==> config.mk <==
export PLATFORM = sky130hd
export DESIGN_NAME = tempsens_host_link_flat
export DESIGN_NICKNAME = d
export VERILOG_FILES = /design/src/rtl/tempsens_host_link_if.sv /design/src/rtl/tempsens_host_link.sv /design/src/flat_wrapper.sv
export SDC_FILE = /design/constraint.sdc
export NUM_CORES = 1
export LEC_CHECK = 0
export CORE_MARGIN = 2
export CORE_UTILIZATION = 55
export DETAILED_ROUTE_END_ITERATION = 7
export GPL_ROUTABILITY_DRIVEN = 1
export GPL_TIMING_DRIVEN = 0
export PLACE_DENSITY = 0.83
export REMOVE_ABC_BUFFERS = 1
export SETUP_SLACK_MARGIN = 0.3
export SYNTH_ARGS = -nofsm -noshare
export SYNTH_HDL_FRONTEND = slang
export SYNTH_SLANG_ARGS = --single-unit
==> constraint.sdc <==
create_clock -name clk -period 5.58 [get_ports clk]
set_clock_uncertainty 0.1 [all_clocks]
set_input_delay 0.837 -clock clk [delete_from_list [all_inputs] [get_ports clk]]
set_output_delay 0.837 -clock clk [all_outputs]
set_load 0.05 [all_outputs]
==> src/rtl/tempsens_host_link_if.sv <==
// Host link bundle: command request, status pulses and the serial pair.
// The DUT takes the slave side; the harness driving start/rx takes master.
interface tempsens_host_link_if;
    logic        start;
    logic        rx;
    logic        tx;
    logic        busy;
    logic [15:0] result;
    logic        result_valid;
    logic        error;

    modport master (
        output start, rx,
        input  tx, busy, result, result_valid, error
    );

    modport slave (
        input  start, rx,
        output tx, busy, result, result_valid, error
    );
endinterface

==> src/rtl/tempsens_host_link.sv <==
// tempsens_host_link: sends one UART command byte, then collects the
// two-byte (LSB, MSB) reply. Optional response timeout: HOST_TIMEOUT_EN.
module tempsens_host_link #(
    parameter int          CLK_FREQ     = 10000,
    parameter int          BAUD         = 1000,
    parameter logic [7:0]  CMD_BYTE     = 8'h01,
    parameter int          TIMEOUT_BITS = 64
) (
    input  logic                  clk,
    input  logic                  reset,
    tempsens_host_link_if.slave   link
);

    localparam int BIT  = CLK_FREQ / BAUD;
    localparam int HALF = BIT / 2;
    localparam int CW   = $clog2(BIT);

    typedef enum logic [2:0] {
        S_IDLE,
        S_SEND,
        S_WAIT_LSB,
        S_WAIT_MSB,
        S_DONE,
        S_ERR
    } state_t;

    typedef enum logic [1:0] {
        R_HUNT,
        R_START,
        R_DATA,
        R_STOP
    } rx_state_t;

    state_t      state;
    rx_state_t   rx_state;

    logic        tx_q;
    logic        busy_q;
    logic [15:0] result_q;
    logic        rv_q;
    logic        err_q;

    logic [CW-1:0] tx_cnt;
    logic [3:0]    tx_idx;
    logic [8:0]    tx_shift;
    logic [7:0]    lsb_hold;

    logic          rx_s1;
    logic          rx_s2;
    logic          rx_d;
    logic [CW-1:0] rx_cnt;
    logic [2:0]    rx_bits;
    logic [7:0]    rx_shift;
    logic          byte_done;
    logic          frame_err;

    logic          armed;
    logic          rx_fall;

`ifdef HOST_TIMEOUT_EN
    localparam int TO_CYC = TIMEOUT_BITS * BIT;
    localparam int TW     = $clog2(TO_CYC);
    logic [TW-1:0] to_cnt;
    logic          to_hit;
    assign to_hit = (to_cnt == TW'(TO_CYC - 1));
`endif

    // Listening starts on the command's stop bit so a fast reply is caught.
    assign armed = (state == S_WAIT_LSB) || (state == S_WAIT_MSB) ||
                   ((state == S_SEND) && (tx_idx == 4'd9));
    assign rx_fall = rx_d & ~rx_s2;

    assign link.tx           = tx_q;
    assign link.busy         = busy_q;
    assign link.result       = result_q;
    assign link.result_valid = rv_q;
    assign link.error        = err_q;

    // Two-flop synchroniser plus one delay flop for edge detection.
    always_ff @(posedge clk or posedge reset) begin
        if (reset) begin
            rx_s1 <= 1'b1;
            rx_s2 <= 1'b1;
            rx_d  <= 1'b1;
        end else begin
            rx_s1 <= link.rx;
            rx_s2 <= rx_s1;
            rx_d  <= rx_s2;
        end
    end

    // Bit-level receiver; held in hunt whenever the link is not listening.
    always_ff @(posedge clk or posedge reset) begin
        if (reset) begin
            rx_state  <= R_HUNT;
            rx_cnt    <= '0;
            rx_bits   <= '0;
            rx_shift  <= '0;
            byte_done <= 1'b0;
            frame_err <= 1'b0;
        end else begin
            byte_done <= 1'b0;
            frame_err <= 1'b0;
            if (!armed) begin
                rx_state <= R_HUNT;
                rx_cnt   <= '0;
            end else begin
                unique case (rx_state)
                    R_HUNT: begin
                        rx_cnt <= '0;
                        if (rx_fall) rx_state <= R_START;
                    end
                    R_START: begin
                        if (rx_cnt == CW'(HALF - 1)) begin
                            rx_cnt  <= '0;
                            rx_bits <= '0;
                            rx_state <= rx_s2 ? R_HUNT : R_DATA;
                        end else begin
                            rx_cnt <= rx_cnt + 1'b1;
                        end
                    end
                    R_DATA: begin
                        if (rx_cnt == CW'(BIT - 1)) begin
                            rx_cnt   <= '0;
                            rx_shift <= {rx_s2, rx_shift[7:1]};
                            rx_bits  <= rx_bits + 1'b1;
                            if (rx_bits == 3'd7) rx_state <= R_STOP;
                        end else begin
                            rx_cnt <= rx_cnt + 1'b1;
                        end
                    end
                    R_STOP: begin
                        if (rx_cnt == CW'(BIT - 1)) begin
                            rx_cnt    <= '0;
                            rx_state  <= R_HUNT;
                            byte_done <= rx_s2;
                            frame_err <= ~rx_s2;
                        end else begin
                            rx_cnt <= rx_cnt + 1'b1;
                        end
                    end
                    default: rx_state <= R_HUNT;
                endcase
            end
        end
    end

    // Transaction FSM with the command transmitter and registered outputs.
    always_ff @(posedge clk or posedge reset) begin
        if (reset) begin
            state    <= S_IDLE;
            tx_q     <= 1'b1;
            busy_q   <= 1'b0;
            result_q <= '0;
            rv_q     <= 1'b0;
            err_q    <= 1'b0;
            tx_cnt   <= '0;
            tx_idx   <= '0;
            tx_shift <= '0;
            lsb_hold <= '0;
`ifdef HOST_TIMEOUT_EN
            to_cnt   <= '0;
`endif
        end else begin
            rv_q  <= 1'b0;
            err_q <= 1'b0;
            unique case (state)
                S_IDLE: begin
                    if (link.start) begin
                        state    <= S_SEND;
                        busy_q   <= 1'b1;
                        tx_q     <= 1'b0;
                        tx_shift <= {1'b1, CMD_BYTE};
                        tx_cnt   <= '0;
                        tx_idx   <= '0;
                    end
                end
                S_SEND: begin
                    if (tx_cnt == CW'(BIT - 1)) begin
                        tx_cnt <= '0;
                        if (tx_idx == 4'd9) begin
                            tx_idx <= '0;
                            state  <= S_WAIT_LSB;
`ifdef HOST_TIMEOUT_EN
                            to_cnt <= '0;
`endif
                        end else begin
                            tx_idx   <= tx_idx + 1'b1;
                            tx_q     <= tx_shift[0];
                            tx_shift <= {1'b1, tx_shift[8:1]};
                        end
                    end else begin
                        tx_cnt <= tx_cnt + 1'b1;
                    end
                end
                S_WAIT_LSB: begin
                    if (byte_done) begin
                        lsb_hold <= rx_shift;
                        state    <= S_WAIT_MSB;
`ifdef HOST_TIMEOUT_EN
                        to_cnt   <= '0;
`endif
                    end else if (frame_err) begin
                        err_q <= 1'b1;
                        state <= S_ERR;
`ifdef HOST_TIMEOUT_EN
                    end else if (to_hit) begin
                        err_q <= 1'b1;
                        state <= S_ERR;
                    end else begin
                        to_cnt <= to_cnt + 1'b1;
`endif
                    end
                end
                S_WAIT_MSB: begin
                    if (byte_done) begin
                        result_q <= {rx_shift, lsb_hold};
                        rv_q     <= 1'b1;
                        state    <= S_DONE;
                    end else if (frame_err) begin
                        err_q <= 1'b1;
                        state <= S_ERR;
`ifdef HOST_TIMEOUT_EN
                    end else if (to_hit) begin
                        err_q <= 1'b1;
                        state <= S_ERR;
                    end else begin
                        to_cnt <= to_cnt + 1'b1;
`endif
                    end
                end
                S_DONE: begin
                    busy_q <= 1'b0;
                    state  <= S_IDLE;
                end
                S_ERR: begin
                    busy_q <= 1'b0;
                    state  <= S_IDLE;
                end
                default: state <= S_IDLE;
            endcase
        end
    end

endmodule

==> src/flat_wrapper.sv <==
// flat-port wrapper written by rule: the top's interface ports become plain ports
module tempsens_host_link_flat 
#(
    parameter int          CLK_FREQ     = 10000,
    parameter int          BAUD         = 1000,
    parameter logic [7:0]  CMD_BYTE     = 8'h01,
    parameter int          TIMEOUT_BITS = 64
)
  (clk, reset, link_start, link_rx, link_tx, link_busy, link_result, link_result_valid, link_error);
  tempsens_host_link_if link_i ();
  input  logic clk;
  input  logic reset;
  input wire logic [$bits(link_i.start)-1:0] link_start;
  input wire logic [$bits(link_i.rx)-1:0] link_rx;
  output wire logic [$bits(link_i.tx)-1:0] link_tx;
  output wire logic [$bits(link_i.busy)-1:0] link_busy;
  output wire logic [$bits(link_i.result)-1:0] link_result;
  output wire logic [$bits(link_i.result_valid)-1:0] link_result_valid;
  output wire logic [$bits(link_i.error)-1:0] link_error;
  assign link_i.start = link_start;
  assign link_i.rx = link_rx;
  assign link_tx = link_i.tx;
  assign link_busy = link_i.busy;
  assign link_result = link_i.result;
  assign link_result_valid = link_i.result_valid;
  assign link_error = link_i.error;
  tempsens_host_link #(.CLK_FREQ(CLK_FREQ), .BAUD(BAUD), .CMD_BYTE(CMD_BYTE), .TIMEOUT_BITS(TIMEOUT_BITS)) u_core (.clk(clk), .reset(reset), .link(link_i));
endmodule
==> results by stage <==
Outcome:
- The flow ran to the end, and the final reports show no timing, DRC or antenna violations.

Route:
- The residual antenna-violating net count after detailed routing is 0.
- In the final routed layout, each cell accounts on average for 14.4 um.
- The number of DRC violations after detailed-routing iteration 0 is 135.
- For this run, the detailed router's first-pass iteration total came to 4.
- In the routed layout, each cell is associated on average with a via count of 5.56.
- The remaining design rule violation count is 0.
- Detailed routing inserted a total of 1946 vias.
- The overall routed net length is 5030 um.

CTS:
- After clock tree synthesis, the clock-pin slew on the worst setup and hold paths is 0.07 ns.
- Counting every sink on the clock net gives 70.
- The source-to-sink clock delay at the later pin of the worst-skew pair is 0.34 ns.
- The TritonCTS clock tree is yes.
- The H-tree was split into 3 levels.
- Clock tree synthesis inserted a total of 9 buffers.
- The number of hold buffers added after CTS was 0.
- The maximum number of buffers from clock root to sink is 2.
- Clock tree synthesis selected as its root buffer the cell sky130_fd_sc_hd__clkbuf_8.
- The quantity of gates resized following cts is 0.
- The post-CTS repair timing setup buffer count is 0.

GRT:
- The pin count of the biggest net entering global routing is 71.
- For met1 alone, demand over resource in global routing was 0.230.
- After global routing the overflow that remains totals 0.
- The met2 track demand over resource in global routing is 0.282.
- The initial antenna violation count is 0.
- The number of global-route vias before repair is 1918.
- The most used routing layer in global routing is met2.
- Across every metal layer, demand over resource in global routing totals 0.178.
- The wire length of the first global-routing pass is 8720 um.
- The met3 global-route usage is 0.0543.

Critical path:
- The destination of the worst register-to-register timing path is u_core.tx_idx[2].
- The critical path buffer and inverter count is 1.
- The data arrival time of the worst path is 1.66 ns.
- Measured in cells, the most critical reg-to-reg path has a length of 4.
- The worst register-to-register path has a setup slack of 3.62 ns.
- Traced cell by cell, the critical path runs through clkdlybuf4s50_1.
- The cell family contributing the most delay on the critical path is buffers and inverters.
- The required time of the worst setup path is 4.64 ns.
- The startpoint of the lowest-slack register-to-register path is u_core.state[0].
- STA classifies the critical path startpoint as a flop.
- The endpoint kind of the worst setup timing path is an output pin.
- The slowest cell on the critical path is sky130_fd_sc_hd__clkdlybuf4s50_1.
- The class of the most critical setup path is reg2out.
- The largest fanout on the critical path is 2.
- The maximum single-stage delay on the critical path is 0.80 ns.

Floorplan:
- The area inside the core boundary is 5510 sq um.
- The I/O pin count is 24.
- The standard-cell row count is 27.
- The floorplan step defined a die boundary enclosing 6340 sq um.
- The overall die width is 79.6 um.
- In this run the vertical extent of the chip is 79.6 um.
- The initial cell density of the core is 0.571.

Yosys:
- The unique cell type count in the Yosys netlist is 52.
- Counting flops with a built-in enable in the synthesized netlist gives 0.
- The number of warnings issued by yosys is 0.
- The synthesized instance count is 244.
- The primary flip-flop cell chosen by synthesis mapping is sky130_fd_sc_hd__dfrtp_1.
- Synthesis inferred 70 register bits.
- For this run, asynchronously set or reset flops after synthesis account for 1.00.
- The area share of the largest cell type after synthesis is 0.525.
- In the post-synthesis netlist, the biggest area contributors are sky130_fd_sc_hd__dfrtp_1 52%, sky130_fd_sc_hd__mux2_2 9.3%, sky130_fd_sc_hd__ha_1 5.6%.
- The portion of the post-synthesis area used by sequential elements is 0.558.
- The average instance in the mapped netlist occupies 12.9 sq um.
- sky130_fd_sc_hd__dfrtp_1 takes more of the synthesized area than any other cell.
- The synthesized netlist occupies a cell area of 3150 sq um.

Power and ir drop:
- The share of total power consumed by net switching is 0.281.
- The internal power of the cells is 0.980 mW.
- The share of total power dissipated in the clock network is 0.371.
- The analysis attributes to cell leakage a power of 1.72 nW.
- The share of power burned in registers is 0.453.
- Dividing total power by cell area gives a power density of 369 nW/um^2.
- The highest ir drop seen on vdd is 0.000202 V.
- The design draws 1.36 mW.
- The part of the total power dissipated in combinational logic is 0.175.
- For this design the total switching power over the nets is 0.383 mW.

Hold path:
- The tightest min-delay check is of the reg2reg type.
- Along the worst hold path, the cell count comes to 0.
- The end point of the worst hold path is u_core.rx_s2.
- The beginning of the worst hold path is u_core.rx_s1.

Cells and area:
- Registers take 1760 sq um.
- In the final layout, the share of cells above drive strength 1 is 0.234.
- Summing all multi-input logic gate instances after layout gives 1300 sq um.
- In the layout the commonest cells are 66 x sky130_fd_sc_hd__dfrtp_1, 26 x sky130_fd_sc_hd__mux2_2, 23 x sky130_fd_sc_hd__clkdlybuf4s50_1.
- Once layout is done, the placed cells without fillers occupy 3690 sq um.
- The post-layout net count is 291.
- The number of diodes is 0.
- The area growth from synthesis to final layout is 17.2%.
- Leaving out fill and tap cells, the most frequent cell in the layout is sky130_fd_sc_hd__dfrtp_1.
- The filler cells instantiated in the layout total 373.

Placed design:
- During placement, the flow inserted port buffers numbering 23.
- The routability congestion estimate is 0.826.
- The cell area reported after detailed placement is 3430 sq um.
- The placed wire-length estimate after detailed placement is 3280 um.

STA:
- The normalized max-slew margin is 0.455.
- For the pin with the worst max-slew slack, the measured transition is 0.817 ns.
- The post-route setup TNS is 0 ns.
- The tightest hold margin is 0.267 ns.
- Setup violations remaining at the end of the flow were counted as 0.
- The number of max-slew violations in the final report was 0.
- Setup repair after global routing left no endpoint under its margin.
- Subtracting the final worst setup slack from the clock period gives 2.60 ns.
- Based on the critical path, the design can be clocked at up to 0.385 GHz.
- The final hold violation count came to 0.
- The share of the clock period used by the worst path after layout is 0.466.

Job:
- The number of max-cap violations is 0.
[state kept, by name, indices dropped and copies added (netlist names)]
signal / count
u_core.frame_err: 1
u_core.link.error: 1
u_core.rx_d: 1
u_core.rx_state: 2
u_core.rx_bits: 3
u_core.link.busy: 1
u_core.tx_cnt: 4
u_core.tx_idx: 4
u_core.rx_s2: 1
u_core.link.result_valid: 1
u_core.rx_s1: 1
u_core.rx_cnt: 4
u_core.tx_shift: 9
u_core.state: 3
u_core.rx_shift: 8
u_core.link.result: 16
u_core.byte_done: 1
u_core.link.tx: 1
u_core.lsb_hold: 8
[power by group through the flow]
stage,clock (mW),combinational [mW],sequential (mW)
final,0.506,0.239,0.618
after floorplan,0,0.177,0.624
after CTS,0.514,0.240,0.616
after global placement,0,0.228,0.623
after detailed placement,0,0.239,0.625
after global routing,0.534,0.269,0.627
[cell usage after synthesis (2+ instances only)]
library cell               count
sky130_fd_sc_hd__inv_1        14
sky130_fd_sc_hd__nand2b_1      3
sky130_fd_sc_hd__a22o_1        8
sky130_fd_sc_hd__nor2b_1       2
sky130_fd_sc_hd__mux2i_1       3
sky130_fd_sc_hd__a211o_1       3
sky130_fd_sc_hd__nor2_1       10
sky130_fd_sc_hd__mux2_4        8
sky130_fd_sc_hd__nand3b_1      5
sky130_fd_sc_hd__buf_6         2
sky130_fd_sc_hd__o31ai_1       2
sky130_fd_sc_hd__a21oi_1       5
sky130_fd_sc_hd__ha_1         14
sky130_fd_sc_hd__nand3_1       7
sky130_fd_sc_hd__nor3_1        3
sky130_fd_sc_hd__dfstp_2       4
sky130_fd_sc_hd__buf_2         2
sky130_fd_sc_hd__a211oi_1      2
sky130_fd_sc_hd__mux2_2       26
sky130_fd_sc_hd__dfrtp_1      66
sky130_fd_sc_hd__o21ai_0       8
sky130_fd_sc_hd__nand2_1      17
[area by class of cell]
| cell class | instances | share of cell area |
|---|---|---|
| clock buffers | 11 | 0.0410 |
| clock inverters | 5 | 0.0285 |
| inverters | 14 | 0.0149 |
| multi-input cells | 155 | 0.352 |
| flip-flops and latches | 70 | 0.476 |
| well taps | 72 | 0.0244 |
| repair buffers | 23 | 0.0624 |
[logic make-up (layout without fill, tap and decap cells)]
logic type | after synthesis | in the layout | synth area share
muxes | 37 | 37 | 0.141
DFF | 70 | 70 | 0.558
and+or+nand+nor | 64 | 64 | 0.122
xor gates and xnor gates | 2 | 2 | 0.00557
adders and majority gates | 14 | 14 | 0.0557
buffers and inverters | 19 | 53 | 0.0286
AOI/OAI and AO/OA | 38 | 38 | 0.0887
[routing by layer]
| metal | wire, um | part of all wire |
|---|---|---|
| met4 | 69 | 0.014 |
| met1 | 2350 | 0.47 |
| met5 | 0 | 0 |
| met3 | 201 | 0.040 |
| met2 | 2410 | 0.48 |
[stage by stage]
| step | setup slack (ns) | util | instances |
|---|---|---|---|
| 2_1_floorplan | 2.88 | - | 239 |
| 3_3_place_gp | 1.81 | 0.623 | 334 |
| 3_5_place_dp | 3.14 | 0.623 | 334 |
| 4_1_cts | 2.96 | 0.670 | 350 |
| 5_1_grt | 2.95 | 0.670 | 350 |
| 6_report | 2.98 | 0.670 | 350 |
[how the worst max path moves through the flow]
stage,start,to,slack [ns],depth (start not counted)
after floorplan,reset,u_core.byte_done,2.88,1
after global placement,reset,u_core.rx_bits[1],1.81,2
after detailed placement,link_start,u_core.tx_idx[2],3.14,5
after CTS,u_core.link.tx,link_tx,2.96,1
after global routing,u_core.link.tx,link_tx,2.95,1
final,u_core.link.tx,link_tx,2.98,1
Note: power is estimated with default switching activity, not from simulation.
